--- src/rtl/data_write_buffer.sv ---
// Single-entry eviction write buffer between the L1 data cache and the L2 arbiter.
// Absorbs one dirty line, serves matching reads from it, and drains it to L2 when idle.
module data_write_buffer (
  input  logic         clk,
  input  logic         reset,
  input  logic         dc_rd_req,
  input  logic         dc_wr_req,
  input  logic [15:0]  dc_address,
  input  logic [127:0] dc_wdata,
  output logic [127:0] dc_rdata,
  output logic         dc_resp,
  output logic         L2data_rd_req,
  output logic         L2data_wr_req,
  output logic [15:0]  L2data_address,
  output logic [127:0] L2_wdata,
  input  logic [127:0] L2_rdata,
  input  logic         arb_data_resp
);

  typedef enum logic [1:0] {
    S_IDLE  = 2'd0,
    S_FETCH = 2'd1,
    S_DRAIN = 2'd2,
    S_RESP  = 2'd3
  } state_t;

  state_t         state_q, state_d;
  logic           buf_valid_q, buf_valid_d;
  logic [11:0]    buf_line_q, buf_line_d;
  logic [127:0]   buf_data_q, buf_data_d;
  logic [11:0]    req_line_q, req_line_d;
  logic [127:0]   rdata_q, rdata_d;

  logic [11:0]    dc_line;
  logic           line_hit;
  logic           unused_offset;

  assign dc_line       = dc_address[15:4];
  assign line_hit      = buf_valid_q && (dc_line == buf_line_q);
  assign unused_offset = ^dc_address[3:0];

  assign dc_rdata = rdata_q;
  assign L2_wdata = buf_data_q;

  always_ff @(posedge clk or posedge reset) begin
    if (reset) begin
      state_q     <= S_IDLE;
      buf_valid_q <= 1'b0;
      buf_line_q  <= '0;
      buf_data_q  <= '0;
      req_line_q  <= '0;
      rdata_q     <= '0;
    end else begin
      state_q     <= state_d;
      buf_valid_q <= buf_valid_d;
      buf_line_q  <= buf_line_d;
      buf_data_q  <= buf_data_d;
      req_line_q  <= req_line_d;
      rdata_q     <= rdata_d;
    end
  end

  always_comb begin
    state_d        = state_q;
    buf_valid_d    = buf_valid_q;
    buf_line_d     = buf_line_q;
    buf_data_d     = buf_data_q;
    req_line_d     = req_line_q;
    rdata_d        = rdata_q;
    dc_resp        = 1'b0;
    L2data_rd_req  = 1'b0;
    L2data_wr_req  = 1'b0;
    L2data_address = '0;

    case (state_q)
      S_IDLE: begin
        // Read misses go straight to L2: the buffer only ever holds a line L2 lacks.
        if (dc_rd_req) begin
          if (line_hit) begin
            rdata_d = buf_data_q;
            state_d = S_RESP;
          end else begin
            req_line_d = dc_line;
            state_d    = S_FETCH;
          end
        end else if (dc_wr_req) begin
          if (!buf_valid_q || line_hit) begin
            buf_line_d  = dc_line;
            buf_data_d  = dc_wdata;
            buf_valid_d = 1'b1;
            state_d     = S_RESP;
          end else begin
            state_d = S_DRAIN;
          end
        end else if (buf_valid_q) begin
          state_d = S_DRAIN;
        end
      end

      S_FETCH: begin
        L2data_rd_req  = 1'b1;
        L2data_address = {req_line_q, 4'b0000};
        if (arb_data_resp) begin
          rdata_d = L2_rdata;
          state_d = S_RESP;
        end
      end

      S_DRAIN: begin
        L2data_wr_req  = 1'b1;
        L2data_address = {buf_line_q, 4'b0000};
        if (arb_data_resp) begin
          buf_valid_d = 1'b0;
          state_d     = S_IDLE;
        end
      end

      S_RESP: begin
        dc_resp = 1'b1;
        state_d = S_IDLE;
      end

      default: state_d = S_IDLE;
    endcase
  end

  a_l2_excl: assert property (@(posedge clk) disable iff (reset)
    !(L2data_rd_req && L2data_wr_req));

endmodule

--- config.mk ---
export PLATFORM = sky130hd
export DESIGN_NAME = data_write_buffer
export DESIGN_NICKNAME = d
export VERILOG_FILES = /design/src/rtl/data_write_buffer.sv
export SDC_FILE = /design/constraint.sdc
export NUM_CORES = 1
export LEC_CHECK = 0
export CORE_AREA = 2 2 216 218
export CTS_CLUSTER_DIAMETER = 100
export DETAILED_ROUTE_END_ITERATION = 7
export DIE_AREA = 0 0 218 220
export HOLD_SLACK_MARGIN = 0.05
export PLACE_DENSITY = 0.69
export SLEW_MARGIN = 20
export SYNTH_ARGS = -nofsm -noshare
export SYNTH_HDL_FRONTEND = slang
export SYNTH_SLANG_ARGS = --single-unit
--- constraint.sdc ---
create_clock -name clk -period 13.45 [get_ports clk]
set_clock_uncertainty 0.2 [all_clocks]
set_input_delay 2.0175 -clock clk [delete_from_list [all_inputs] [get_ports clk]]
set_output_delay 2.0175 -clock clk [all_outputs]
set_load 0.02 [all_outputs]
* Yosys cells after proc, flatten, opt, wreduce, memory -nomap -nowiden
Cells that the tools add are included.
** Word-level totals
- Bits in registers :: 283
- Word-level logic and storage cells :: 52
** Operators by class
- Equality and inequality tests :: 12
- Mux-type cells :: 21
- Bitwise gates (word level) :: 2
- Reductions and logical operators :: 11
** Operators by type and width (number)
- two-way mux 128 bit :: 3
- one-hot mux 128 bit (2 select lines) :: 1
- one-hot mux 16 bit (2 select lines) :: 1
- inequality test 2 bit (second input constant) :: 7
- equality test 12 bit :: 1
- two-way mux 2 bit :: 6
- two-way mux 1 bit :: 8
- one-hot mux 2 bit (4 select lines) :: 1
- AND reduction 4 bit :: 2
- AND reduction 3 bit :: 2
- AND reduction 5 bit :: 1
- equality test 2 bit (second input constant) :: 2
- inequality test 4 bit (second input constant) :: 1
- nonzero test 2 bit :: 2
- equality test 2 x 1 -> 1 bit (second input constant) :: 1
- zero test 2 bit :: 1
- NOT 1 bit :: 2
- one-hot mux 1 bit (2 select lines) :: 1
- logical AND 1 bit :: 1
- zero test 1 bit :: 1
- logical OR 1 bit :: 1

* Longest topological paths before layout
Gate-level depths: netlist of run 1.
- Depth after elaboration :: 7
- Gate-level depth with buffers :: 10
- Depth with buffers taken out :: 7

* Worst setup path before layout of run 1
OpenSTA, ideal clock, no wires.
- Kind :: reg-to-output
- Start :: reg state_q[1]
- End :: out L2data_address[9]
- Data arrival time :: 1.849 ns
- Required time :: 11.233 ns
- Path slack :: 9.384 ns
- Cell stages (with the launch flop) :: 7
- Path buffers :: 2
- Path through :: dfrtp_1 inv_1 ha_1 buf_2 buf_1 a22oi_1 nor2b_1
** Between the ends
- Longest elaborated chain between the ends :: 2
- Elaborated cells on any way between the ends :: 3
- Those cells by class :: 2 x eq/ne; 1 x mux
** Ends and longest elaborated chain
- from (decl) :: line 27 : state_t state_q, state_d;
- from (signal assigned) :: line 54 : state_q <= state_d;
- equality test 2 bit or equality test 2 x 1 -> 1 bit (tied branches) :: line 75 : case (state_q)
- one-hot mux 16 bit (2 select lines) * :: line 75
- to (decl) :: line 14 : output logic [15:0] L2data_address,
Mark *: on every way between the ends. The rest lies on a longest branch, timed or not.

* Worst setup path in the final report of run 1
- Start :: reg state_q[1]
- End :: out L2data_address[5]
Same word-level chain as after synthesis.

==> impl_metrics.ini, run 1 <==
[die]
num_rows = 79
top_level_ports = 552
die_x_um = 218
die-area_um2 = 48000
start_util = 0.281
fp.coreArea_um2 = 45900
die_y_um = 220

[synthesis]
synth_cell_types = 37
yosysTopAreaCell = dfrtp_1
yosys.area.top_type_share = 0.550
synthFlopType = dfrtp_1
yosys_warnings = 0
synthArstFlopShare = 1.00
synthTopCellsByArea = dfrtp_1 (55%), mux2_4 (12%), mux2i_1 (9.9%)
synth-seq-cells = 283
synth_cells = 976
ys_seq_area_frac = 0.550
syn_area_per_cell_um2 = 13.2
synth-edff-count = 0
syn_area_um2 = 12900
synthTopCellsByCount = dfrtp_1 (283), a22oi_1 (140), nor2_1 (131)
synth.most_common_cell = dfrtp_1

[sta]
rsz0062_at_grt = false
hold_violations = 0
slew_viol_final = 0
setup_viol = 0
fin_setup_tns_ns = 0
finalCritPeriodShare = 0.433
fmax_mhz = 172
post-route-min-period_ns = 5.82
max_slew_margin = 0.265
tightest_slew_ns = 1.10

[min_path]
holdCritPathClass = flop to flop
hold_start = req_line_q[11]$_DFFE_PP0P_

[setup_path]
start_kind = flop
worstSetupPathType = flop to output port
reg2reg_from = state_q[1]$_DFFE_PP0P_
crit_fanout = 50
worstSetupEndpointType = output port
arrival_ns = 3.60
crit_path_start = state_q[1]$_DFFE_PP0P_
required_ns = 11.23

[drt]
routedWlPerCell_um = 19.8
drt_iter0_drc = 527
remaining_drc_errors = 0
antenna_left = 0
viasPerCell = 4.69
vias = 9942
firstDrtPassIters = 6
drt_wl_total_um = 41900

[final_layout]
final_cell_count_no_fill = 2119
nFillCells = 4249
synthToLayoutAreaGrowth_pct = 54.7
final_core_util = 0.434
drive_above_1_share = 0.150
fin_nets = 1771

[placed_design]
place.gp.congestion = 0.808
hpwl_um = 29200
io_buffer_count = 543
dp_cells = 2060

[clocking]
clock_sinks = 283
tritoncts = yes
clkTransAtPathRegs_ns = 0.05
cts_resized = 0
cts-root-buf = clkbuf_16
clkLatencyLatePin_ns = 0.53
post_cts_buffers = 0
ctsHoldBuffers = 0
h-tree-depth = 2
numCtsBuffers = 35
clockBufferDepth = 3

[run]
drv_cap = 0

[global_route]
grt_max_degree = 80
grt_pass1_wl_um = 61700
grtUsageTotal = 0.166
antenna_found_initial = 1
overflow = 0
grt_pass1_vias = 10300

[pwr]
leakage_nw = 8.52
vdd_ir_drop_max_v = 0.000169
powerDensity_nw_per_um2 = 280
fin_total_pwr_mw = 5.58

[status]
status = finished, final reports clean
-- cells by family after synthesis --
group,synth area share
muxes,0.262
DFF,0.550
and+or+nand+nor,0.0535
other,0.000291
xor gates and xnor gates,0.00816
adders and majority gates,0.00389
AOI/OAI and AO/OA,0.0878
buffers and inverters,0.0348
-- critical path, cell delays in order (launching register included) --
cell and delay [ns]:
dfrtp_1 0.42, inv_1 0.13, ha_4 0.65, buf_4 0.82, a22oi_1 0.23, nor2b_1 0.16, clkdlybuf4s50_1 0.65
-- state kept, by name (all words and copies together) (netlist names) --
| name | count |
|---|---|
| buf_line_q | 12 |
| req_line_q | 12 |
| L2_wdata | 128 |
| dc_rdata | 128 |
| buf_valid_q | 1 |
| state_q | 2 |
-- power breakdown --
group	internal, mW	total, mW	switching, mW
registers	1.31	1.64	0.325
clock network	0.556	0.920	0.364
logic	1.50	3.02	1.52
-- cells in the final DEF, fill, tap and decap left out, types with 2 or more instances in the layout --
master           Yosys  final
clkbuf_16            0     37
inv_1                6      5
a22oi_1            140    140
nand2_1              2      2
clkinv_2             0      6
nand3_1              2      2
ha_1                 4      3
dfrtp_1            283    283
mux2_4             100    100
xor2_1              12     12
clkbuf_1            44      6
clkbuf_8             0      7
nor4_2               2      2
conb_1               1      4
mux2i_1            128    128
buf_4                4     12
nor2b_1             13     13
mux2_2              52     52
nor2_1             131    130
clkdlybuf4s50_1      0    543
-- area by class of cell --
class	count	area, µm²	area share
antenna	1	2.50	0.000126
clock buffer	50	1040	0.0524
clock inverter	8	67.6	0.00339
inverter	6	30.0	0.00151
multi-input combinational	609	5410	0.272
sequential	283	7080	0.355
tap	607	759	0.0381
timing repair buffer	555	5530	0.277
-- path summary, 6_finish.rpt --
kind | slack, ns | endpoint | depth (start not counted)
worst max register to register | 8.45 | dc_rdata[4]$_DFFE_PP0P_ | 8
max in group asynchronous | 9.10 | dc_rdata[9]$_DFFE_PP0P_ | 4
min in group asynchronous | 1.77 | L2_wdata[82]$_DFFE_PP0P_ | 2
worst max-delay path | 7.63 | L2data_address[5] | 6
worst min register to register | 0.31 | req_line_q[11]$_DFFE_PP0P_ | 1
worst min-delay path | 0.31 | req_line_q[11]$_DFFE_PP0P_ | 1
-- per-layer routing --
layer / track usage / share of wire
met1: 0.197 / 0.39
met2: 0.284 / 0.50
met3: 0.0491 / 0.080
met4: 0.0590 / 0.029
met5: 0 / 0
-- stage by stage --
stage	instance area (µm²)	setup slack [ns]	hold WS, ns
2_1_floorplan	12900	3.43	0.280
3_3_place_gp	18800	7.85	0.288
3_5_place_dp	18800	7.80	0.301
4_1_cts	19900	7.52	0.313
5_1_grt	19900	7.39	0.332
6_report	19900	7.63	0.313
No activity file was read; power rests on OpenSTA's default activity.
==> run 2, diff against run 1 <==
==> constraint.sdc (replaced) <==
create_clock -name clk -period 5.36 [get_ports clk]
set_clock_uncertainty 0.2 [all_clocks]
set_input_delay 0.804 -clock clk [delete_from_list [all_inputs] [get_ports clk]]
set_output_delay 0.804 -clock clk [all_outputs]
set_load 0.02 [all_outputs]
==> run 2 against run 1 <==
Effect of this change:
- via count rose by 0.39%
- cell count is 0.33% higher
- clock power rose to 2.6 times the previous value
- setup slack worse by 6.3 ns
- hold slack got worse by 0.00095 ns
- sequential share of layout area shrank 0.35 points
- global-route usage is 0.44 points higher
- cell area increased by 0.99%
- critical endpoint is now L2data_address[12]
- largest power group unchanged
==> impl_metrics.ini, run 2 (synthesis gave the netlist of run 1 again) <==
[status]
status = finished, final reports clean

[final_layout]
nFillCells = 4178
synthToLayoutAreaGrowth_pct = 56.3
final_cell_mix = clkdlybuf4s50_1 (543), dfrtp_1 (283), a22oi_1 (140), nor2_1 (130), mux2i_1 (128)
mostFrequentLayoutCell = clkdlybuf4s50_1
fin_nets = 1775
n_antenna_cell = 0
stdcell_area_um2 = 20100
drive_above_1_share = 0.153

[drt]
viasPerCell = 4.69
drt_iter0_drc = 657
vias = 9981
antenna_left = 0
remaining_drc_errors = 0
routedWlPerCell_um = 20.1
drt_wl_total_um = 42700
firstDrtPassIters = 4

[placed_design]
placed_area_um2 = 18900
hpwl_um = 29800
io_buffer_count = 543
place.gp.congestion = 0.825
dp_slack_ns = 1.39

[sta]
max_slew_margin = 0.356
setup_viol = 0
hold_violations = 0
post-route-min-period_ns = 4.00
tightest_slew_ns = 0.966
finalCritPeriodShare = 0.747
rsz0062_at_grt = false
slew_viol_final = 0
fin_setup_tns_ns = 0
fmax_mhz = 250
final.setup.worst_slack_ns = 1.36

[min_path]
hold_start = req_line_q[8]$_DFFE_PP0P_
holdCritPathClass = flop to flop

[die]
die-area_um2 = 48000
fp.coreArea_um2 = 45900
start_util = 0.281
num_rows = 79
top_level_ports = 552
die_y_um = 220
die_x_um = 218

[clocking]
clock_sinks = 283
cts_resized = 0
clockBufferDepth = 3
ctsHoldBuffers = 0
clkTransAtPathRegs_ns = 0.06
numCtsBuffers = 34
clkLatencyLatePin_ns = 0.52
post_cts_buffers = 0
tritoncts = yes
h-tree-depth = 2
cts-root-buf = clkbuf_16

[run]
drv_cap = 0

[pwr]
leakage_nw = 8.60
powerDensity_nw_per_um2 = 703
vdd_ir_drop_max_v = 0.000411

[setup_path]
r2r_end = dc_rdata[75]$_DFFE_PP0P_
start_kind = flop
crit_path_start = state_q[1]$_DFFE_PP0P_
ff2ff_setup_slack_ns = 1.80
reg2reg_depth = 7
reg2reg_from = state_q[1]$_DFFE_PP0P_
arrival_ns = 3.00
crit_chain = inv_1, ha_4, buf_4, a22oi_1, nor2b_1, clkdlybuf4s50_1
max_stage_delay_ns = 0.63
worstSetupPathType = flop to output port
endpoint = L2data_address[12]
slowest_stage = clkdlybuf4s50_1
crit_fanout = 34
required_ns = 4.36
worstSetupEndpointType = output port

[global_route]
antenna_found_initial = 0
grtUsageTotal = 0.170
grt_pass1_wl_um = 63400
grt_pass1_vias = 10400
grt_max_degree = 97
overflow = 0
run 2: cell types whose count changed in the layout (fill, tap and decap cells not counted), moves of 3 or more:
cell	change
clkinv_4	+3
clkbuf_8	+3
clkinv_2	-3
buf_4	-5
buf_12	+9
run 2: per-stage QoR:
| stage | cells | utilization | total power [mW] | hold slack, ns |
|---|---|---|---|---|
| global route | 2126 | 0.439 | 15.0 | 0.321 |
| CTS | 2125 | 0.438 | 14.3 | 0.309 |
| detailed placement | 2064 | 0.413 | 11.8 | 0.296 |
| finish | 2126 | 0.439 | 14.1 | 0.312 |
| global placement | 2063 | 0.412 | 11.7 | 0.288 |
| floorplan | 979 | - | 8.42 | 0.280 |
run 2: area by class of cell:
class | count | area, µm² | area share
clock buffers | 54 | 1090 | 0.0542
clock inverters | 7 | 71.3 | 0.00354
inverters | 6 | 26.3 | 0.00131
multi-input cells | 609 | 5410 | 0.269
flip-flops and latches | 283 | 7080 | 0.352
well taps | 607 | 759 | 0.0377
repair buffers | 560 | 5680 | 0.282
run 2: how the worst min path moves through the flow:
stage,endpoint,slack (ns),cells after the start
2_1_floorplan,req_line_q[10]$_DFFE_PP0P_,0.28,1
6_report,req_line_q[8]$_DFFE_PP0P_,0.31,1
4_1_cts,req_line_q[9]$_DFFE_PP0P_,0.31,1
5_1_grt,req_line_q[11]$_DFFE_PP0P_,0.32,1
3_5_place_dp,req_line_q[9]$_DFFE_PP0P_,0.30,1
3_3_place_gp,req_line_q[6]$_DFFE_PP0P_,0.29,1
run 2: where the power goes:
part | leakage [nW] | switching, mW | internal [mW]
clock network | 0.574 | 0.915 | 1.45
logic | 4.73 | 3.85 | 3.83
registers | 3.30 | 0.818 | 3.29
run 2: critical path: cells and delay by family, from the launching register on:
| family | cells | cell delay [ns] |
|---|---|---|
| and+or+nand+nor | 1 | 0.19 |
| DFF | 1 | 0.41 |
| adders and majority gates | 1 | 0.41 |
| AOI/OAI and AO/OA | 1 | 0.19 |
| buffers and inverters | 3 | 1.28 |
run 2: routing by layer:
layer | track usage | routed length (µm)
met1 | 0.200 | 16600
met4 | 0.0508 | 951
met2 | 0.298 | 21800
met5 | 0 | 0
met3 | 0.0515 | 3340
==> run 3, diff against run 2 <==
--- a/config.mk
+++ b/config.mk
@@ -5,12 +5,12 @@
 export SDC_FILE = /design/constraint.sdc
 export NUM_CORES = 1
 export LEC_CHECK = 0
-export CORE_AREA = 2 2 216 218
+export CORE_AREA = 2 2 214 216
 export CTS_CLUSTER_DIAMETER = 100
 export DETAILED_ROUTE_END_ITERATION = 7
-export DIE_AREA = 0 0 218 220
+export DIE_AREA = 0 0 216 218
 export HOLD_SLACK_MARGIN = 0.05
-export PLACE_DENSITY = 0.69
+export PLACE_DENSITY = 0.72
 export SLEW_MARGIN = 20
 export SYNTH_ARGS = -nofsm -noshare
 export SYNTH_HDL_FRONTEND = slang
==> constraint.sdc (replaced) <==
create_clock -name clk -period 3.5 [get_ports clk]
set_clock_uncertainty 0.2 [all_clocks]
set_input_delay 0.525 -clock clk [delete_from_list [all_inputs] [get_ports clk]]
set_output_delay 0.525 -clock clk [all_outputs]
set_load 0.02 [all_outputs]
==> run 3 against run 2 <==
Effect of this change:
- die area down 1.8%
- flip-flop and latch count is the same
- global-route usage grew 0.28 points
- wire length decreased by 1.4%
- clock power up 47%
- hold slack lost 0.021 ns
- clock-buffer cell count shrank 2
- critical endpoint is now L2data_address[4]
==> impl_metrics.ini, run 3 (synthesis gave the netlist of run 1 again) <==
[global_route]
grt_max_degree = 74
grtUsageTotal = 0.173
overflow = 0
grt_pass1_wl_um = 64000
grt_pass1_vias = 10700
antenna_found_initial = 1

[setup_path]
required_ns = 2.77
arrival_ns = 2.42
reg2reg_from = state_q[0]$_DFFE_PP0P_
start_kind = flop
crit_path_start = state_q[0]$_DFFE_PP0P_
ff2ff_setup_slack_ns = 0.52
worstSetupEndpointType = output port
crit_fanout = 12
worstSetupPathType = flop to output port

[final_layout]
final_cell_mix = clkdlybuf4s50_1 (543), dfrtp_1 (283), a22oi_1 (140), nor2_1 (130), mux2i_1 (128)
final_cell_count_no_fill = 2130
drive_above_1_share = 0.160
synthToLayoutAreaGrowth_pct = 56.7
mostFrequentLayoutCell = clkdlybuf4s50_1
fin_nets = 1788
final_core_util = 0.449
stdcell_area_um2 = 20200
n_antenna_cell = 0

[clocking]
clkLatencyLatePin_ns = 0.53
numCtsBuffers = 34
ctsHoldBuffers = 0
clockBufferDepth = 3
clock_sinks = 283
tritoncts = yes
h-tree-depth = 2
clkTransAtPathRegs_ns = 0.06
cts-root-buf = clkbuf_16

[placed_design]
dp_slack_ns = 0.241
placed_area_um2 = 19100
place.gp.congestion = 0.823
io_buffer_count = 543
dp_cells = 2071
hpwl_um = 29900

[die]
top_level_ports = 552
fp.coreArea_um2 = 44900
die_x_um = 216
start_util = 0.287
num_rows = 78
die_y_um = 218
die-area_um2 = 47100

[min_path]
holdCritPathClass = primary input to asynchronous set/reset pin

[pwr]
leakage_nw = 8.64
powerDensity_nw_per_um2 = 1070
vdd_ir_drop_max_v = 0.000640

[run]
drv_cap = 0

[sta]
fmax_mhz = 318
rsz0062_at_grt = false
tightest_slew_ns = 0.921
max_slew_margin = 0.386
post-route-min-period_ns = 3.14
finalCritPeriodShare = 0.898
setup_viol = 0
final.setup.worst_slack_ns = 0.357
hold_violations = 0
slew_viol_final = 0

[drt]
antenna_left = 0
remaining_drc_errors = 0
routedWlPerCell_um = 19.8
drt_wl_total_um = 42100
firstDrtPassIters = 4
vias = 10100
drt_iter0_drc = 618
viasPerCell = 4.75

[status]
status = finished, final reports clean
[run 3: changes by cell type in the layout (fill, tap and decap cells not counted)]
cell and delta:
buf_6 -1, ha_1 -1, bufinv_16 -1, buf_12 +2, clkinv_2 +2, ha_2 +1
buf_4 +12, clkbuf_8 -2, inv_6 +1, clkinv_4 -2
[run 3: path summary, 6_finish.rpt]
check / cells after the start / to
min: 2 / L2_wdata[70]$_DFFE_PP0P_
max: 4 / L2data_address[4]
min in group clk: 1 / req_line_q[9]$_DFFE_PP0P_
max in group asynchronous: 3 / L2_wdata[82]$_DFFE_PP0P_
min reg2reg: 1 / req_line_q[9]$_DFFE_PP0P_
max reg2reg: 7 / dc_rdata[32]$_DFFE_PP0P_
[run 3: metal layers]
layer,up-vias,share of wire,global-route usage
met5,-,0.00031,0
met4,2,0.028,0.0603
met3,77,0.080,0.0524
met2,441,0.49,0.290
met1,5030,0.40,0.211
li1,4561,-,-
[run 3: through the flow]
step | total power, mW | TNS [ns] | hold slack [ns]
global route | 22.7 | 0 | 0.311
floorplan | 12.9 | -275.72 | 0.280
detailed placement | 18.2 | 0 | 0.302
finish | 21.5 | 0 | 0.291
CTS | 21.8 | 0 | 0.263
global placement | 17.9 | 0 | 0.288
[run 3: repair_timing]
action                                  in CTS  in global routing
gates resized for setup                      0                  1
endpoints found under the setup margin       0                  7
setup buffers                                0                  0
[run 3: critical path: stages (launching register included)]
cell and delay, ns:
dfrtp_1 0.42, inv_1 0.10, ha_1 0.51, nor2b_1 0.23, clkdlybuf4s50_1 0.64
[run 3: where the power goes]
part | internal, mW | leakage, nW | switching [mW]
sequential | 5.04 | 3.30 | 1.25
combinational | 5.90 | 4.79 | 5.87
clock | 2.09 | 0.550 | 1.39
total | 13.0 | 8.64 | 8.51
[run 3: final cells by class]
| cell class | count | area [µm²] |
|---|---|---|
| fill | 4112 | 24700 |
| sequential | 283 | 7080 |
| timing repair buffer | 573 | 5800 |
| multi-input combinational | 609 | 5420 |
| clock buffer | 52 | 1060 |
| tap | 600 | 751 |
| clock inverter | 7 | 42.5 |
| inverter | 6 | 26.3 |
==> RTL change: new RTL, config.mk and constraints of run 2 <==
`rdata_q` no longer has a reset.
--- a/src/rtl/data_write_buffer.sv
+++ b/src/rtl/data_write_buffer.sv
@@ -49,15 +49,17 @@
       buf_line_q  <= '0;
       buf_data_q  <= '0;
       req_line_q  <= '0;
-      rdata_q     <= '0;
     end else begin
       state_q     <= state_d;
       buf_valid_q <= buf_valid_d;
       buf_line_q  <= buf_line_d;
       buf_data_q  <= buf_data_d;
       req_line_q  <= req_line_d;
-      rdata_q     <= rdata_d;
     end
+  end
+
+  always_ff @(posedge clk) begin
+    rdata_q <= rdata_d;
   end
 
   always_comb begin
Behaviour: differs if reset is asserted again (counterexample within 4 cycles, from zero or initial values and one cycle with reset high); with reset held inactive, the same outputs for 4 cycles.
==> RTL change against run 2 <==
  * Sequential cell count did not move
  * Routed wire length down 15%
  * Critical path depth is 2 lower
  * Power shrank 6.7%
  * Final area fell by 4.4%
  * Die area is the same
  * Setup slack worse by 0.022 ns
  * Largest cell class unchanged
  * Synthesized area is 6.6% lower
==> RTL change: results (changes against run 2) <==
Final layout
  – Layout Cells excl Fill: 1862 (-12%)
  – Multi-input gate area: 3990 µm² (-26%)
  – Area occupied by registers: 7720 µm² (+9.0%)
  – Share of cells above drive strength 1: 26.9% (+12 points)
  – Layout Nets: 1510 (-15%)
  – # fillers: 4267 (+2.1%)
  – Clk cell area share: 5.98% (+0.21 points)
  – Multi-input gates: 349 (-43%)
  – Layout clock buffers: 52 (-3.7%)

Pwr
  – Leak Pwr: 7.35 nW (-15%)
  – Switching Share: 35.1% (-4.4 points)

Critical path
  – Flop2flop setup slack: 2.32 ns (+0.52 ns)
  – Critical-path top delay cell: ha_4
  – Worst r2r dst: dc_rdata[52]$_DFFE_PP_
  – Crit path to: L2data_rd_req
  – CP peak stage delay: 0.73 ns (+0.10 ns)
  – Crit path arrival time: 3.02 ns (+0.02 ns)

Hold path
  – Hold path startpoint: req_line_q[6]$_DFFE_PP0P_

Detailed routing
  – Via count: 8012 (-20%)
  – Wirelength per Cell: 19.5 µm (-2.6%)

Status
  – Outcome: completed

Synthesis
  – Mapped Avg Cell Area: 17.8 µm² (+35%)
  – Sequential share of the synthesized area: 64.2% (+9.2 points)
  – Top cells by area, synth: dfrtp_1 32%, edfxtp_1 32%, mux2_2 18%, mux2_4 10%, buf_12 1.5%
  – Post-synth EDFFs: 128 (+128)
  – Post-synth top cells: 191 x mux2_2, 155 x dfrtp_1, 128 x edfxtp_1

Place
  – DP HPWL: 26000 µm (-13%)
  – GPL Wtd Cong: 0.774 (-6.1%)

Global routing
  – Vias in the first global route: 8642 (-17%)
-- RTL change: through the flow --
step | cell area (µm²) | setup slack (ns)
finish | 19200 | 1.33
global route | 19200 | 1.17
CTS | 19200 | 1.23
detailed placement | 18100 | 1.44
global placement | 18100 | 1.51
floorplan | 12100 | 0.0118
-- RTL change: logic make-up after synthesis --
group,after synthesis,share of synthesized area (%)
buf+inv,46,3.07
other cells,1,0.0312
mux,280,28.7
compound gates,24,1.50
simple gates,25,1.23
flops,283,64.2
xor+xnor,12,0.874
fa+ha+maj,4,0.416
-- RTL change: routing by layer --
metal	vias to the layer above	part of all wire (%)	GRT usage (%)
met1	3966	39	16.7
met2	371	50	25.1
met5	-	0	0
met3	56	9.0	4.76
met4	0	2.2	4.78
li1	3619	-	-
-- RTL change: power groups by stage --
stage               logic, W  registers, W  clock network [W]
floorplan            0.00227       0.00566                  0
detailed placement   0.00647       0.00447                  0
global route         0.00676       0.00456            0.00252
finish               0.00641       0.00442            0.00236
global placement     0.00641       0.00441                  0
CTS                  0.00651       0.00444            0.00244
-- RTL change: how the worst min path moves through the flow --
| stage | endpoint | slack [ns] | depth (start not counted) |
|---|---|---|---|
| after global routing | req_line_q[1]$_DFFE_PP0P_ | 0.33 | 1 |
| after detailed placement | req_line_q[7]$_DFFE_PP0P_ | 0.30 | 1 |
| after CTS | req_line_q[6]$_DFFE_PP0P_ | 0.31 | 1 |
| final | req_line_q[6]$_DFFE_PP0P_ | 0.31 | 1 |
| after global placement | req_line_q[1]$_DFFE_PP0P_ | 0.29 | 1 |
| after floorplan | req_line_q[10]$_DFFE_PP0P_ | 0.28 | 1 |
